File: src/rtl/burst_adr_gen.sv
// Wishbone burst address generator: loads a start address and cycle/burst type,
// then steps the beat address (linear, wrap4/8/16 or constant) on each accepted inc.
module burst_adr_gen #(
    parameter int ADR_W    = 24,
    parameter int PAGE_W   = 4,
    parameter int INIT_DLY = 1
) (
    input  logic              clk,
    input  logic              rst_n,
    input  logic [ADR_W-1:0]  adr_i,
    input  logic [2:0]        cti_i,
    input  logic [1:0]        bte_i,
    input  logic              init,
    input  logic              inc,
    input  logic              abort,
    output logic [ADR_W-1:0]  adr_o,
    output logic              last,
    output logic              done,
    output logic              busy,
    output logic [PAGE_W:0]   beat_o
);

    typedef enum logic [1:0] {
        BTE_LINEAR = 2'b00,
        BTE_WRAP4  = 2'b01,
        BTE_WRAP8  = 2'b10,
        BTE_WRAP16 = 2'b11
    } bte_e;

    logic             init_q;
    logic             load;
    bte_e             bte_q;
    logic             const_q;
    logic [PAGE_W:0]  remaining;
    logic [PAGE_W:0]  n_beats;
    logic [ADR_W-1:0] next_adr;

    assign load = (INIT_DLY == 0) ? init : init_q;

    // Linear bursts stop at the page boundary, so N is the words left in the page.
    always_comb begin
        n_beats = (PAGE_W+1)'(1);
        if (cti_i != 3'b000 && cti_i != 3'b111) begin
            case (bte_e'(bte_i))
                BTE_WRAP4:  n_beats = (PAGE_W+1)'(4);
                BTE_WRAP8:  n_beats = (PAGE_W+1)'(8);
                BTE_WRAP16: n_beats = (PAGE_W+1)'(16);
                default:    n_beats = ((PAGE_W+1)'(1) << PAGE_W)
                                      - {1'b0, adr_i[PAGE_W-1:0]};
            endcase
        end
    end

    always_comb begin
        next_adr = adr_o;
        if (!const_q) begin
            case (bte_q)
                BTE_WRAP4:  next_adr[1:0] = adr_o[1:0] + 2'd1;
                BTE_WRAP8:  next_adr[2:0] = adr_o[2:0] + 3'd1;
                BTE_WRAP16: next_adr[3:0] = adr_o[3:0] + 4'd1;
                default:    next_adr      = adr_o + ADR_W'(1);
            endcase
        end
    end

    always_ff @(posedge clk or negedge rst_n) begin
        if (!rst_n) begin
            init_q    <= 1'b0;
            adr_o     <= '0;
            last      <= 1'b0;
            done      <= 1'b0;
            busy      <= 1'b0;
            beat_o    <= '0;
            bte_q     <= BTE_LINEAR;
            const_q   <= 1'b0;
            remaining <= '0;
        end else begin
            init_q <= init;
            if (load) begin
                adr_o     <= adr_i;
                bte_q     <= bte_e'(bte_i);
                const_q   <= (cti_i == 3'b001);
                remaining <= n_beats - (PAGE_W+1)'(1);
                beat_o    <= '0;
                busy      <= 1'b1;
                done      <= 1'b0;
                last      <= (n_beats == (PAGE_W+1)'(1));
            end else if (abort && busy) begin
                done <= 1'b1;
                busy <= 1'b0;
                last <= 1'b0;
            end else if (inc && busy) begin
                beat_o <= beat_o + (PAGE_W+1)'(1);
                if (last) begin
                    last <= 1'b0;
                    done <= 1'b1;
                    busy <= 1'b0;
                end else begin
                    remaining <= remaining - (PAGE_W+1)'(1);
                    last      <= (remaining == (PAGE_W+1)'(1));
                    adr_o     <= next_adr;
                end
            end
        end
    end

endmodule

File: config.mk
export PLATFORM = sky130hd
export DESIGN_NAME = burst_adr_gen
export DESIGN_NICKNAME = d
export VERILOG_FILES = /design/src/rtl/burst_adr_gen.sv
export SDC_FILE = /design/constraint.sdc
export NUM_CORES = 1
export LEC_CHECK = 0
export CORE_ASPECT_RATIO = 1.2
export CORE_MARGIN = 1
export CORE_UTILIZATION = 54
export CTS_BUF_LIST = sky130_fd_sc_hd__clkbuf_8
export DETAILED_ROUTE_END_ITERATION = 10
export GPL_ROUTABILITY_DRIVEN = 0
export PLACE_DENSITY = 0.95
export SKIP_LAST_GASP = 1
export SLEW_MARGIN = 30
export SYNTH_ARGS = -nofsm -noshare
export SYNTH_HDL_FRONTEND = slang
export SYNTH_SLANG_ARGS = --single-unit
File: constraint.sdc
create_clock -name clk -period 3.2 [get_ports clk]
set_clock_uncertainty 0.2 [all_clocks]
set_input_delay 0.96 -clock clk [delete_from_list [all_inputs] [get_ports clk]]
set_output_delay 0.96 -clock clk [all_outputs]
set_load 0.01 [all_outputs]
After elaboration in Yosys (flattened, before gate mapping)

Index checks and enable logic that the tools add are counted.

Mux-type cells: 30
$mul: 0
Eq/ne operators: 16
Reduce and logical (&&, ||, !) cells: 16
Add/subtract/negate cells: 8
Order comparisons: 0
Shifts and indexed selects: 0
Bitwise operators: 0
Div/mod/pow operators: 0

Operators by type and width:

| cell                                                                | count |
|---|---|
| 24-bit 2-to-1 mux                                                   | 5 |
| 5-bit 2-to-1 mux                                                    | 8 |
| 24-bit by 1-bit adder with 24-bit output (second input constant)    | 1 |
| 20-bit 2-to-1 mux                                                   | 1 |
| 5-bit one-hot mux with 3 select lines                               | 1 |
| 5-bit AND reduction                                                 | 3 |
| 1-bit 2-to-1 mux                                                    | 12 |
| 5-bit by 1-bit == test with 1-bit output (second input constant)    | 2 |
| 5-bit by 1-bit subtractor with 5-bit output (second input constant) | 2 |
| 3-bit nonzero test                                                  | 3 |
| 2-bit == test (second input constant)                               | 4 |
| 2-bit by 1-bit != test with 1-bit output (second input constant)    | 3 |
| 2-bit != test (second input constant)                               | 3 |
| 2-bit one-hot mux with 3 select lines                               | 1 |
| 5-bit by 1-bit adder with 5-bit output (second input constant)      | 1 |
| 5-bit by 4-bit subtractor with 5-bit output (first input constant)  | 1 |
| 4-bit by 1-bit adder with 4-bit output (second input constant)      | 1 |
| 2-bit by 1-bit == test with 1-bit output (second input constant)    | 2 |
| 2-bit AND reduction                                                 | 2 |
| 4-bit AND reduction                                                 | 1 |
| 3-bit by 1-bit adder with 3-bit output (second input constant)      | 1 |
| 3-bit by 1-bit == test with 1-bit output (second input constant)    | 1 |
| 1-bit logical AND                                                   | 3 |
| 3-bit != test (second input constant)                               | 1 |
| other kinds (7)                                                     | 7 |

ROM bits: 0
Bits in registers: 41
Output and inout port bits: 32
Memories: 0
Memory bits (writable): 0
Latch bits: 0

Longest topological paths before layout

Gate-level depths: netlist of run 1.

Depth in word-level cells: 8
Depth in mapped cells: 8

Least setup slack after synthesis of run 1

No wires, ideal clock.

Kind: input port to flip-flop
Start: input port cti_i[1]
End: register remaining[4]
Setup slack: 0.590 ns
Arrival time: 2.284 ns
Buffers on the path: 0
Stages: 8
Required time: 2.874 ns
Cells stage by stage: and3_1 nor2_1 o21ai_0 inv_1 ha_1 inv_1 a211o_1 a221o_1

Cells in the longest elaborated chain, start to end: 5
Elaborated cells between the ends (all ways): 6
Classes of those cells: add/sub: 1; eq/ne: 1; mux: 2; reduce/logical: 2

Ends and longest elaborated chain:

| element                                                    | RTL line | source |
|---|---|---|
| start, declared                                            | 11       | `input logic [2:0] cti_i,` |
| 3-bit != test / 3-bit nonzero test (equally long branches) | 43       | `if (cti_i != 3'b000 && cti_i != 3'b111) begin` |
| 1-bit logical AND *                                        | 43       |  |
| 5-bit 2-to-1 mux *                                         | 43       |  |
| 5-bit by 1-bit subtractor with 5-bit output *              | 83       | `remaining <= n_beats - (PAGE_W+1)'(1);` |
| 5-bit 2-to-1 mux *                                         | 79       | `if (load) begin` |
| end signal, assigned                                       | 83       |  |
| end signal, assigned                                       | 99       | `remaining <= remaining - (PAGE_W+1)'(1);` |
| end, declared                                              | 34       | `logic [PAGE_W:0] remaining;` |

Mark *: on every way between the ends. The rest lies on a longest branch, timed or not.
A chain may end at the register's enable or synchronous reset.

Worst setup path after layout of run 1

Ends and elaborated chain as after synthesis.

==> flow_metrics.env, run 1 <==
export IMPL_status="complete, no violations"
export IMPL_grt_pass1_vias=2340
export IMPL_syn_inst=280
export IMPL_synth_edf_count=0
export IMPL_netlist_top_cells_area="dfrtp_1, ha_1, o21ai_0, nand2_1, or4_1"
export IMPL_multi_input_area_mm2=0.00138
export IMPL_gr_total_overflow=0
export IMPL_finalWorstSetupSlack_ps=276
export IMPL_syn_area_mm2=0.00253
export IMPL_diodes=0
export IMPL_die_area_mm2=0.00496
export IMPL_row_count=26
export IMPL_synth_main_ff_cell="dfrtp_1"
export IMPL_post_cts_buffers=0
export IMPL_rsz0062_at_grt="no"
export IMPL_grt_max_degree=42
export IMPL_fin_nets=392
export IMPL_routedWlPerCell_um=15.8
export IMPL_dieHeight_um=76.9
export IMPL_cp_max_fo=4
export IMPL_core_area_mm2=0.00436
export IMPL_yosysMostFrequentCell="dfrtp_1"
export IMPL_io_pins=66
export IMPL_route_detailed_drc=0
export IMPL_hold_violations=0
export IMPL_drive_gt1_frac=0.0743
export IMPL_place_area_mm2=0.00326
export IMPL_synthTopCellsByCount="dfrtp_1, nand2_1, nor2_1"
export IMPL_worst_ep_arrival_time_ps=2900
export IMPL_cts_max_path_buffers=2
export IMPL_leakagePower_uw=0.00139
export IMPL_path_clk_slew_ps=70
export IMPL_cts_tree="done"
export IMPL_grt_first_pass_wirelength_um=10700
export IMPL_final_area_mm2=0.00334
export IMPL_clk_insertion_delay_late_ps=290
export IMPL_synth_distinct_cells=48
export IMPL_startpoint_type="primary input"
export IMPL_hpwl_um=4580
export IMPL_hold_path_class="reg -> reg"
export IMPL_cts_max_level=2
export IMPL_place_ws_ps=-11.1
export IMPL_critPathKind="in -> reg"
export IMPL_fillers=322
export IMPL_ys_seq_area_frac=0.406
export IMPL_port_buffers=65
export IMPL_avgSynthCellArea_um2=9.03
export IMPL_drv_cap=0
export IMPL_final_cells=406
export IMPL_vias_per_cell=6.09
export IMPL_clock_sinks=41
export IMPL_ant_nets=0
export IMPL_drt_first_iter_violations=221
export IMPL_fmax_ghz=0.342
export IMPL_start_util=0.580
export IMPL_ys_ff_latch=41
export IMPL_worst_slew_pin_slew_ps=521
export IMPL_worstPathRequired_ps=3180
export IMPL_num_vias=2472
export IMPL_async_flop_share=1.00
export IMPL_finalSetupViolations=0
export IMPL_dr_pass1_iters=4
export IMPL_yosys_warnings=0
export IMPL_syn_to_final_growth_pct=32.3
export IMPL_power_total_uw=1270
export IMPL_yosysTopAreaCellShare=0.406
export IMPL_hold_path_startpoint="done"
export IMPL_p_per_area_mw_per_mm2=379
export IMPL_cts_hold_buffers=0
export IMPL_grtUsageTotal=0.275
export IMPL_period_needed_ps=2920
export IMPL_timing_critical_path_from="cti_i[1]"
export IMPL_root_buffer="clkbuf_8"
export IMPL_max_slew_margin=0.653
export IMPL_yosysTopAreaCell="dfrtp_1"
export IMPL_worstReg2RegStart="bte_q[0]"
export IMPL_hold_slack_ps=324
export IMPL_regArea_mm2=0.00103
export IMPL_fin_crit_sh=0.914
export IMPL_totalWireLength_um=6430
export IMPL_dpl_cell_count=398
export IMPL_maxSlewViolCount=0
export IMPL_worstSetupEndpointType="flip-flop"
export IMPL_cts_buffers=5
export IMPL_synthesis_nets=323
export IMPL_antenna_found_initial=0
export IMPL_ir_drop_v=0.000298
export IMPL_cts_resized=0
export IMPL_die_w_um=64.5
worst paths after layout:
| kind | end | slack (ps) | depth (start not counted) |
|---|---|---|---|
| worst max-delay path | remaining[4] | 280 | 9 |
| worst max register to register | adr_o[18] | 910 | 6 |
| worst min-delay path | done | 320 | 2 |
| min in group asynchronous | adr_o[21] | 430 | 1 |
| worst min register to register | done | 320 | 2 |
| max in group asynchronous | last | 2000 | 1 |
logic make-up (layout without fill, tap and decap cells):
family	count (synthesis)	count (layout)	share of synthesized area
flops	41	41	0.406
buf+inv	30	100	0.0500
fa+ha+maj	9	9	0.0446
compound gates	63	63	0.165
xor+xnor	17	17	0.0589
mux	3	3	0.0124
simple gates	117	117	0.263
power by group:
part	leakage, uW	internal [uW]	switching, uW
logic	0.000847	172	149
clock network	0.0000491	148	178
registers	0.000499	564	55.4
critical path: stages:
cell	delay [ps]
clkdlybuf4s50_1	430
and3_1	210
nor2_1	210
o21ai_0	190
inv_1	90
ha_1	210
inv_1	60
a211o_1	230
a221o_1	310
cells in the final DEF (no fill, tap or decap), types with 12 or more instances in the layout:
master,count
or4_1,12
nand4_1,14
nand2_1,25
nor2_1,23
dfrtp_1,41
inv_1,17
o21ai_0,21
buf_4,12
clkdlybuf4s50_1,64
state kept, by name, indices dropped and copies added (netlist names):
name	count
adr_o	24
busy	1
init_q	1
beat_o	5
remaining	5
last	1
const_q	1
done	1
bte_q	2
final cells by class:
cell class	count	area share
clock buffer	5	0.0206
timing repair buffer	76	0.218
tap	56	0.0210
inverter	16	0.0180
clock inverter	3	0.00412
sequential	41	0.307
multi-input combinational	209	0.411
through the flow:
step            util  setup TNS, ps
6_report       0.767              0
5_1_grt        0.767              0
4_1_cts        0.767              0
3_5_place_dp   0.748          -11.1
3_3_place_gp   0.748              0
2_1_floorplan      -              0
routing by layer:
| layer | track usage | wire length (um) |
|---|---|---|
| met1 | 0.314 | 2520 |
| met2 | 0.480 | 3280 |
| met3 | 0.0595 | 443 |
| met4 | 0.129 | 190 |
| met5 | 0 | 0 |
(Power assumes the default switching activity.)
==> inputs of run 2 (changes only) <==
--- a/config.mk
+++ b/config.mk
@@ -5,9 +5,10 @@
 export SDC_FILE = /design/constraint.sdc
 export NUM_CORES = 1
 export LEC_CHECK = 0
+export ABC_AREA = 1
 export CORE_ASPECT_RATIO = 1.2
-export CORE_MARGIN = 1
-export CORE_UTILIZATION = 54
+export CORE_MARGIN = 5
+export CORE_UTILIZATION = 55
 export CTS_BUF_LIST = sky130_fd_sc_hd__clkbuf_8
 export DETAILED_ROUTE_END_ITERATION = 10
 export GPL_ROUTABILITY_DRIVEN = 0
==> run 2 against run 1 <==
Net effect:
- wire length increased by 21%
- setup slack improved by 160 ps
- critical endpoint is now adr_o[12]
- utilization decreased by 5.7 points
- non-clock buffer count decreased by 9
- hold slack got worse by 20 ps
- sequential share of layout area decreased by 3.0 points
- synthesized cell count increased by 53%
==> flow_metrics.env, run 2 <==
export IMPL_fmax_ghz=0.362
export IMPL_routedWlPerCell_um=14.1
export IMPL_cts_hold_buffers=0
export IMPL_max_stage_delay_ps=480
export IMPL_port_buffers=65
export IMPL_worstReg2RegStart="init_q"
export IMPL_largest_register="adr_o"
export IMPL_synth_compound_area_share=0.166
export IMPL_diodes=0
export IMPL_die_area_mm2=0.00688
export IMPL_drv_cap=0
export IMPL_fin_crit_sh=0.863
export IMPL_totalWireLength_um=7810
export IMPL_top_regs="adr_o x24, beat_o x5, remaining x5"
export IMPL_antenna_found_initial=0
export IMPL_core_area_mm2=0.00523
export IMPL_drt_first_iter_violations=320
export IMPL_worstSetupEndpointType="flip-flop"
export IMPL_cts_tree="done"
export IMPL_syn_area_mm2=0.00292
export IMPL_netlist_top_cells_area="dfrtp_1, nand2_1, nor2_1, inv_1, o21ai_0"
export IMPL_yosysMostFrequentCell="nand2_1"
export IMPL_dieHeight_um=89.9
export IMPL_hold_violations=0
export IMPL_largest_reg_flops=24
export IMPL_syn_to_final_growth_pct=27.0
export IMPL_async_flop_share=1.00
export IMPL_startpoint_type="primary input"
export IMPL_vias_per_cell=5.74
export IMPL_synthAdderAreaFrac=0.0385
export IMPL_cts_max_path_buffers=2
export IMPL_row_count=29
export IMPL_io_pins=66
export IMPL_critPathKind="in -> reg"
export IMPL_path_clk_slew_ps=90
export IMPL_synthesis_nets=471
export IMPL_num_vias=3173
export IMPL_cts_resized=0
export IMPL_grt_pass1_vias=3151
export IMPL_cp_buffers_inverters=3
export IMPL_status="complete, no violations"
export IMPL_layout_common_cells="nand2_1, clkdlybuf4s50_1, nor2_1"
export IMPL_min_to="done"
export IMPL_reg2reg_depth=8
export IMPL_leakagePower_uw=0.00169
export IMPL_start_util=0.560
export IMPL_gr_total_overflow=0
export IMPL_period_needed_ps=2760
export IMPL_avgSynthCellArea_um2=6.83
export IMPL_ant_nets=0
export IMPL_synth_main_ff_cell="dfrtp_1"
export IMPL_synth_edf_count=0
export IMPL_yosysTopAreaCellShare=0.351
export IMPL_reg2reg_to="adr_o[12]"
export IMPL_ir_drop_v=0.000278
export IMPL_place_ws_ps=105
export IMPL_syn_inst=428
export IMPL_worst_ep_arrival_time_ps=2790
export IMPL_route_detailed_drc=0
export IMPL_finalSetupViolations=0
export IMPL_hold_slack_ps=304
export IMPL_p_per_area_mw_per_mm2=492
export IMPL_hold_path_class="reg -> reg"
export IMPL_ys_seq_area_frac=0.351
export IMPL_root_buffer="clkbuf_8"
export IMPL_fillers=410
export IMPL_hpwl_um=5780
export IMPL_cts_max_level=2
export IMPL_grt_first_pass_wirelength_um=13500
export IMPL_synth_xor_area_share=0.0150
export IMPL_final_area_mm2=0.00371
export IMPL_synthTopCellsByCount="nand2_1, nor2_1, inv_1"
export IMPL_yosys_warnings=0
export IMPL_synth_top_family_by_area="simple AND/OR/NAND/NOR gates"
export IMPL_hold_path_startpoint="done"
export IMPL_synth_distinct_cells=41
export IMPL_rrSetupSlack_ps=910
export IMPL_drive_gt1_frac=0.0570
export IMPL_cp_max_fo=25
export IMPL_dr_pass1_iters=5
export IMPL_worstPathRequired_ps=3230
export IMPL_fin_nets=533
export IMPL_finalWorstSetupSlack_ps=438
export IMPL_max_slew_margin=0.532
export IMPL_whs_path_depth=2
export IMPL_worst_slew_pin_slew_ps=702
export IMPL_muxShareOfSynthArea=0
export IMPL_clk_insertion_delay_late_ps=300
export IMPL_multi_input_area_mm2=0.00160
export IMPL_rsz0062_at_grt="no"
export IMPL_grtUsageTotal=0.229
export IMPL_post_cts_buffers=0
export IMPL_ys_ff_latch=41
export IMPL_cts_buffers=5
export IMPL_synthSimpleGateAreaFrac=0.328
export IMPL_tns_ps=0
export IMPL_die_w_um=76.6
export IMPL_crit_chain="clkdlybuf4s50_1 -> nand2_2 -> nor2_4 -> nand2_2 -> nand2_4 -> inv_4 -> nor2_4 -> inv_2 -> nor2_8 -> o21ai_0 -> o21ai_0"
export IMPL_grt_max_degree=51
export IMPL_cp_top_family="simple AND/OR/NAND/NOR gates"
export IMPL_regArea_mm2=0.00103
export IMPL_yosysTopAreaCell="dfrtp_1"
export IMPL_clock_sinks=41
export IMPL_place_area_mm2=0.00359
export IMPL_final_common_cell="nand2_1"
export IMPL_cp_slowest_cell="clkdlybuf4s50_1"
export IMPL_maxSlewViolCount=0
[run 2: changes by cell type in the layout (fill, tap and decap cells not counted), moves of 6 or more]
cell     before  now
buf_4        12    3
inv_1        17   56
nand3_1       9   37
a31oi_1       8    0
nand2_1      25  101
o21ai_0      21   40
o31ai_1       9    2
xor2_1        9    3
or4_1        12    0
nand4_1      14    6
a21oi_1       6   16
xnor2_1       8    2
nor2_1       23   57
[run 2: layer usage]
layer | part of all wire | vias up | wire, um | track usage
li1 | - | 1523 | - | -
met5 | 0 | - | 0 | 0
met3 | 0.086 | 31 | 670 | 0.0400
met4 | 0.032 | 0 | 247 | 0.105
met2 | 0.51 | 178 | 3960 | 0.409
met1 | 0.38 | 1441 | 2930 | 0.262
[run 2: tightest hold or removal path, cell delays in order (launching register included)]
cell and delay, ps:
dfrtp_1 350, a21oi_1 40, nor2_1 80
[run 2: worst max-delay path by stage]
stage / startpoint / to / slack (ps) / depth (start not counted)
2_1_floorplan: adr_i[0] / remaining[4] / 940 / 10
3_3_place_gp: inc / adr_o[5] / 250 / 11
3_5_place_dp: inc / adr_o[12] / 100 / 11
4_1_cts: inc / adr_o[12] / 440 / 11
5_1_grt: inc / adr_o[5] / 220 / 11
6_report: inc / adr_o[12] / 440 / 11
[run 2: metrics by stage]
stage / instances / util / power (uW)
floorplan: 428 / - / 1070
global placement: 545 / 0.687 / 1350
finish: 553 / 0.710 / 1830
global route: 553 / 0.710 / 1940
detailed placement: 545 / 0.687 / 1380
CTS: 553 / 0.710 / 1820
[run 2: cell type report]
cell class,count,area share
Multi-Input combinational cell,316,0.431
Clock inverter,2,0.0101
Timing Repair Buffer,67,0.179
Tap cell,62,0.0209
Inverter,59,0.0603
Clock buffer,6,0.0222
Sequential cell,41,0.276
[run 2: power by group]
| part | internal (uW) | switching, uW | total, uW | leakage, uW |
|---|---|---|---|---|
| sequential | 610 | 127 | 736 | 0.000502 |
| clock | 254 | 194 | 448 | 0.0000574 |
| combinational | 300 | 343 | 643 | 0.00113 |
| total | 1160 | 663 | 1830 | 0.00169 |
[run 2: kinds of logic after synthesis]
logic type | after synthesis
DFF | 41
adders and majority gates | 9
and+or+nand+nor | 220
buffers and inverters | 71
AOI/OAI and AO/OA | 82
xor gates and xnor gates | 5
